File: src/rtl/div.sv
// -----------------------------------------------------------------------------
// div -- iterative 32-bit divider for the RV32M DIV/DIVU/REM/REMU ops.
//
// A restoring shift-subtract divider that works on operand magnitudes and
// produces one quotient bit per cycle. An accepted operation with a nonzero
// divisor spends 32 cycles in CALC, then one cycle in DONE. Divide-by-zero
// skips CALC and goes straight to DONE. Signs are applied to the magnitude
// results when the final iteration completes.
//
// Ports
//   clk         : clock, rising edge
//   rst_n       : asynchronous active-low reset
//   start_i     : request a division (sampled only in IDLE)
//   op_i[2:0]   : funct3 -- 100 DIV, 101 DIVU, 110 REM, 111 REMU
//   dividend_i  : rs1 data
//   divisor_i   : rs2 data
//   rd_i        : destination register tag
//   abort_i     : pipeline flush, cancels any operation in progress
//   busy_o      : high in CALC and DONE
//   ready_o     : one-cycle pulse, result_o/rd_o valid
//   result_o    : quotient (DIV/DIVU) or remainder (REM/REMU), held until next DONE
//   rd_o        : tag of the completed operation, held until next DONE
// -----------------------------------------------------------------------------
module div (
  input  logic        clk,
  input  logic        rst_n,
  input  logic        start_i,
  input  logic [2:0]  op_i,
  input  logic [31:0] dividend_i,
  input  logic [31:0] divisor_i,
  input  logic [4:0]  rd_i,
  input  logic        abort_i,
  output logic        busy_o,
  output logic        ready_o,
  output logic [31:0] result_o,
  output logic [4:0]  rd_o
);

  typedef enum logic [1:0] {
    ST_IDLE = 2'd0,
    ST_CALC = 2'd1,
    ST_DONE = 2'd2
  } state_e;

  state_e      state_q, state_d;
  logic [5:0]  cnt_q, cnt_d;
  logic [32:0] rem_q, rem_d;       // partial remainder
  logic [31:0] quo_q, quo_d;       // dividend bits shift out, quotient bits shift in
  logic [31:0] dvs_q, dvs_d;       // divisor magnitude
  logic        is_rem_q, is_rem_d;
  logic        q_neg_q, q_neg_d;
  logic        r_neg_q, r_neg_d;
  logic [4:0]  tag_q, tag_d;
  logic [31:0] result_q, result_d;
  logic [4:0]  rd_q, rd_d;

  // Operand decode for the accept cycle
  logic        accept;
  logic        op_signed;
  logic        a_neg, b_neg;
  logic [31:0] a_mag, b_mag;

  assign accept    = (state_q == ST_IDLE) && start_i && op_i[2] && !abort_i;
  assign op_signed = ~op_i[0];
  assign a_neg     = op_signed & dividend_i[31];
  assign b_neg     = op_signed & divisor_i[31];
  assign a_mag     = a_neg ? (~dividend_i + 32'd1) : dividend_i;
  assign b_mag     = b_neg ? (~divisor_i + 32'd1) : divisor_i;

  // One restoring iteration. The remainder is always below the divisor, so
  // the shifted value fits in 33 bits; bit 33 of the trial difference is the
  // borrow that says the subtraction must be undone.
  logic [33:0] rem_shift;
  logic [33:0] trial;
  logic        fits;
  logic [32:0] rem_step;
  logic [31:0] quo_step;
  logic [31:0] q_fin, r_fin;

  assign rem_shift = {rem_q, quo_q[31]};
  assign trial     = rem_shift - {2'b00, dvs_q};
  assign fits      = ~trial[33];
  assign rem_step  = fits ? trial[32:0] : rem_shift[32:0];
  assign quo_step  = {quo_q[30:0], fits};

  // Sign fix-up applied to the values produced by the last iteration
  assign q_fin = q_neg_q ? (~quo_step + 32'd1) : quo_step;
  assign r_fin = r_neg_q ? (~rem_step[31:0] + 32'd1) : rem_step[31:0];

  always_comb begin
    state_d  = state_q;
    cnt_d    = cnt_q;
    rem_d    = rem_q;
    quo_d    = quo_q;
    dvs_d    = dvs_q;
    is_rem_d = is_rem_q;
    q_neg_d  = q_neg_q;
    r_neg_d  = r_neg_q;
    tag_d    = tag_q;
    result_d = result_q;
    rd_d     = rd_q;

    case (state_q)
      ST_IDLE: begin
        if (accept) begin
          tag_d    = rd_i;
          is_rem_d = op_i[1];
          q_neg_d  = a_neg ^ b_neg;
          r_neg_d  = a_neg;
          dvs_d    = b_mag;
          rem_d    = 33'd0;
          quo_d    = a_mag;
          cnt_d    = 6'd0;
          if (divisor_i == 32'd0) begin
            // Divide by zero: quotient all ones, remainder is the raw dividend
            state_d  = ST_DONE;
            result_d = op_i[1] ? dividend_i : 32'hFFFF_FFFF;
            rd_d     = rd_i;
          end else begin
            state_d = ST_CALC;
          end
        end
      end

      ST_CALC: begin
        if (abort_i) begin
          state_d = ST_IDLE;
        end else begin
          rem_d = rem_step;
          quo_d = quo_step;
          if (cnt_q == 6'd31) begin
            state_d  = ST_DONE;
            result_d = is_rem_q ? r_fin : q_fin;
            rd_d     = tag_q;
          end else begin
            cnt_d = cnt_q + 6'd1;
          end
        end
      end

      ST_DONE: begin
        state_d = ST_IDLE;
      end

      default: begin
        state_d = ST_IDLE;
      end
    endcase
  end

  always_ff @(posedge clk or negedge rst_n) begin
    if (!rst_n) begin
      state_q  <= ST_IDLE;
      cnt_q    <= 6'd0;
      rem_q    <= 33'd0;
      quo_q    <= 32'd0;
      dvs_q    <= 32'd0;
      is_rem_q <= 1'b0;
      q_neg_q  <= 1'b0;
      r_neg_q  <= 1'b0;
      tag_q    <= 5'd0;
      result_q <= 32'd0;
      rd_q     <= 5'd0;
    end else begin
      state_q  <= state_d;
      cnt_q    <= cnt_d;
      rem_q    <= rem_d;
      quo_q    <= quo_d;
      dvs_q    <= dvs_d;
      is_rem_q <= is_rem_d;
      q_neg_q  <= q_neg_d;
      r_neg_q  <= r_neg_d;
      tag_q    <= tag_d;
      result_q <= result_d;
      rd_q     <= rd_d;
    end
  end

  assign busy_o   = (state_q != ST_IDLE);
  // A flush arriving in the DONE cycle kills the completion pulse.
  assign ready_o  = (state_q == ST_DONE) && !abort_i;
  assign result_o = result_q;
  assign rd_o     = rd_q;

endmodule

File: config.mk
export PLATFORM = sky130hd
export DESIGN_NAME = div
export DESIGN_NICKNAME = d
export VERILOG_FILES = /design/src/rtl/div.sv
export SDC_FILE = /design/constraint.sdc
export NUM_CORES = 1
export LEC_CHECK = 0
export CAP_MARGIN = 10
export CORE_MARGIN = 5
export CORE_UTILIZATION = 40
export DETAILED_ROUTE_END_ITERATION = 16
export SYNTH_ARGS = -nofsm -noshare
export SYNTH_HDL_FRONTEND = slang
export SYNTH_SLANG_ARGS = --single-unit
File: constraint.sdc
create_clock -name clk -period 5 [get_ports clk]
set_clock_uncertainty 0.2 [all_clocks]
set_input_delay 1.25 -clock clk [delete_from_list [all_inputs] [get_ports clk]]
set_output_delay 1.25 -clock clk [all_outputs]
set_load 0.05 [all_outputs]
==> results.md <==
* Ys flop type: dfrtp_1
* Core footprint at 0.0296 sq mm
* Leak at roughly 6.2 nW
* Share of cells above drive strength 1 at 0.118
* DRT antenna net count at 0
* Setup ws final at a little over 0.2 ns
* Crit path max fanout at 11
* Global Route Usage Sum at 0.232
* Initial core utilization at 0.406
* Via count at ~12000
* Leading area contributor after synthesis: dfrtp_1
* # clock sinks at 150
* Ys async rst share at 1.00
* Final hold vios at 0
* Outcome: finished clean
* PortBufs at 114
* Via density at approximately 5.7
* Hold slack at about 0.28 ns
* Crit path DAT at ~5.0 ns
* Max-slew violation count at 0
* Sequential share of the synthesized area at 0.312
* First-pass GRT wire length at 63.5 mm
* Post-DP HPWL at 30.2 mm
* CTS Buf Count at 17
* Number of synthesized flops with an enable pin at 0
* Reg power frac at 0.224
* Worst slew margin at 0.335
* Area Overhead vs Synth at 24.5%
* Largest net degree at the start of global routing at 98
* GPL Wtd Cong at a little over 0.9
* # IOs at roughly 120
* Max-capacitance violation count at 0
* Cell row count at 63
* Syn avg cell area at 7.64 sq um
* Number of global-route vias before repair at roughly 12000
* Mapped Area at 0.0120 sq mm
* Met1 Use GR at 0.335
* Most frequent cells in the layout: o21ai_0, nand2_1, dfrtp_1
* Worst setup EP type: register
* VDD IR max at around 0.32 mV
* P_sw at ~0.0043 W
* First DRT Iteration DRCs at roughly 910
* CTS root buf: clkbuf_16
* Setup violations, final at 0
* CTS clk-pin slew, worst paths at ~0.060 ns
* Routed len/inst at between 15 and 20 microns
* Overflow after GRT at 0
* Synth Register Bits at 150
* Min-delay src: result_o[5]
* Pint at approximately 0.0045 W
* Instance count of the mapped netlist at 1574
* Initial antenna violation count at 0
* Largest stage delay, worst path at 0.55 ns
* Diode count at 0
* Final period util at 0.959
* Post-synth cell types at between 70 and 80
* CTS resizes at 0
* Syn_nets at between 1500 and 2000
* TritonCTS clock tree: done
* Worst-path cell chain: clkdlybuf4s50_1 -> or4_1 -> or3_4 -> or3b_1 -> or3_1 -> nand2b_4 -> o41a_1 -> a211o_1 -> inv_2 -> buf_4 -> buf_4 -> nor2_1 -> a31oi_1
* Routing usage on met3 at 0.0372
* Die footprint at ~0.034 sq mm
* Combinational Power Share at 0.632
* Net Sw Frac at 0.491
* Grt peak-use layer: met2
* Max frequency at approximately 0.21 GHz
* Largest cells by area after synthesis: dfrtp_1, o21ai_0, nand2_1, a21oi_1, xor2_1
* Commonest non-fill, non-tap cell in the layout: o21ai_0
* Power density over the cells at 586 mW/mm^2
* Final WL at 39.4 mm
* DRC viols at 0
* CTS H-tree depth at 4
* Slew of the pin with the lowest slew margin at between 0.9 and 1 ns
* CTS Buffer Depth at 2
* RSZ-0062 raised after global routing: false
* Nets at between 1500 and 2000
* Slowest cell on crit path: or4_1
* Worst EP required at 5.16 ns
* CP top delay family: simple AND/OR/NAND/NOR gates
* Chip Height at 183 microns
* Clock share of power at 0.143
* Dpl ws at -0.249 ns
* First-pass iteration count of the detailed router at 5
* M2 GR Usage at 0.358
* CP Launch Point: divisor_i[9]
* Warnings from Yosys at 0
* Final min period at roughly 4.8 ns
* Area share of the leading cell type in the synthesized netlist at 0.312
* Hold buffers post-CTS at 0
* Crit Path Class: in2reg
* Reg2reg start: rem_q[3]
* WP buf/inv at 4
* Latest clock arrival within the worst-skew pair at 0.44 ns
* Nature of the critical path startpoint: input pin
* Worst Hold Class: reg2reg
* CP dominant cell by count: buf_4
* Die Width at approximately 180 microns
* Setup Buffers After CTS at 0
==> path summary, 6_finish.rpt <==
path	endpoint	depth (start not counted)	slack, ns
min in group asynchronous	quo_q[5]	1	0.73
max in group asynchronous	rem_q[19]	2	3.01
max	rd_o[0]	13	0.20
min reg2reg	result_o[5]	2	0.28
max reg2reg	result_o[22]	22	0.34
min	result_o[5]	2	0.28
==> registers in the layout, summed over array words and instances, names as in the netlist <==
register / flops
cnt_q: 6
dvs_q: 32
is_rem_q: 1
q_neg_q: 1
quo_q: 32
r_neg_q: 1
rd_o: 5
rem_q: 33
result_o: 32
state_q: 2
tag_q: 5
==> cell type report <==
| cell class | count | area, sq um |
|---|---|---|
| Timing Repair Buffer | 237 | 2090 |
| Tap cell | 390 | 488 |
| Multi-Input combinational cell | 1281 | 7870 |
| Inverter | 55 | 206 |
| Fill cell | 2914 | 14700 |
| Clock buffer | 19 | 453 |
| Clock inverter | 13 | 108 |
| Sequential cell | 150 | 3760 |
==> power by group through the flow <==
stage          Sequential [W]  Combinational (W)  Clock (W)
2_1_floorplan         0.00239            0.00310          0
3_3_place_gp          0.00197            0.00537          0
3_5_place_dp          0.00198            0.00543          0
4_1_cts               0.00196            0.00544    0.00128
5_1_grt               0.00203            0.00603    0.00133
6_report              0.00197            0.00555    0.00126
==> metal layers <==
layer,up-vias,wire length (microns)
li1,6021,-
met3,51,2430
met2,398,17400
met4,0,842
met5,-,0
met1,5751,18700
==> logic make-up after synthesis <==
kind of cell	share of synthesized area
AO/OA/AOI/OAI	0.262
XOR/XNOR	0.0954
multiplexers	0.0221
buffers and inverters	0.0455
flip-flops	0.312
AND/OR/NAND/NOR	0.223
adder cells (fa/ha/maj)	0.0401
==> per-stage QoR <==
step	power, W	utilization	std cells	TNS, ns	area [sq um]
floorplan	0.00549	-	1574	0	12000
global placement	0.00735	0.483	2113	-4.69	14300
detailed placement	0.00740	0.483	2113	-5.73	14300
CTS	0.00868	0.502	2145	0	14900
global route	0.00938	0.505	2145	0	15000
finish	0.00878	0.505	2145	0	15000
==> synth_stat cells (24+ instances only) <==
cell	number
nor3_1	32
xor2_1	66
inv_1	52
a21oi_1	116
nor2_1	138
nand2_1	193
xnor2_1	65
o31ai_1	33
or3_1	24
nand3_1	56
clkbuf_1	74
dfrtp_1	150
o21ai_0	206
ha_1	37
==> worst min-delay path: cells and delay by family, from the launching register on <==
family           cells  cell delay, ns
flip-flops           1            0.34
AO/OA/AOI/OAI        1            0.06
AND/OR/NAND/NOR      1            0.05
No activity file was read; power rests on OpenSTA's default activity.
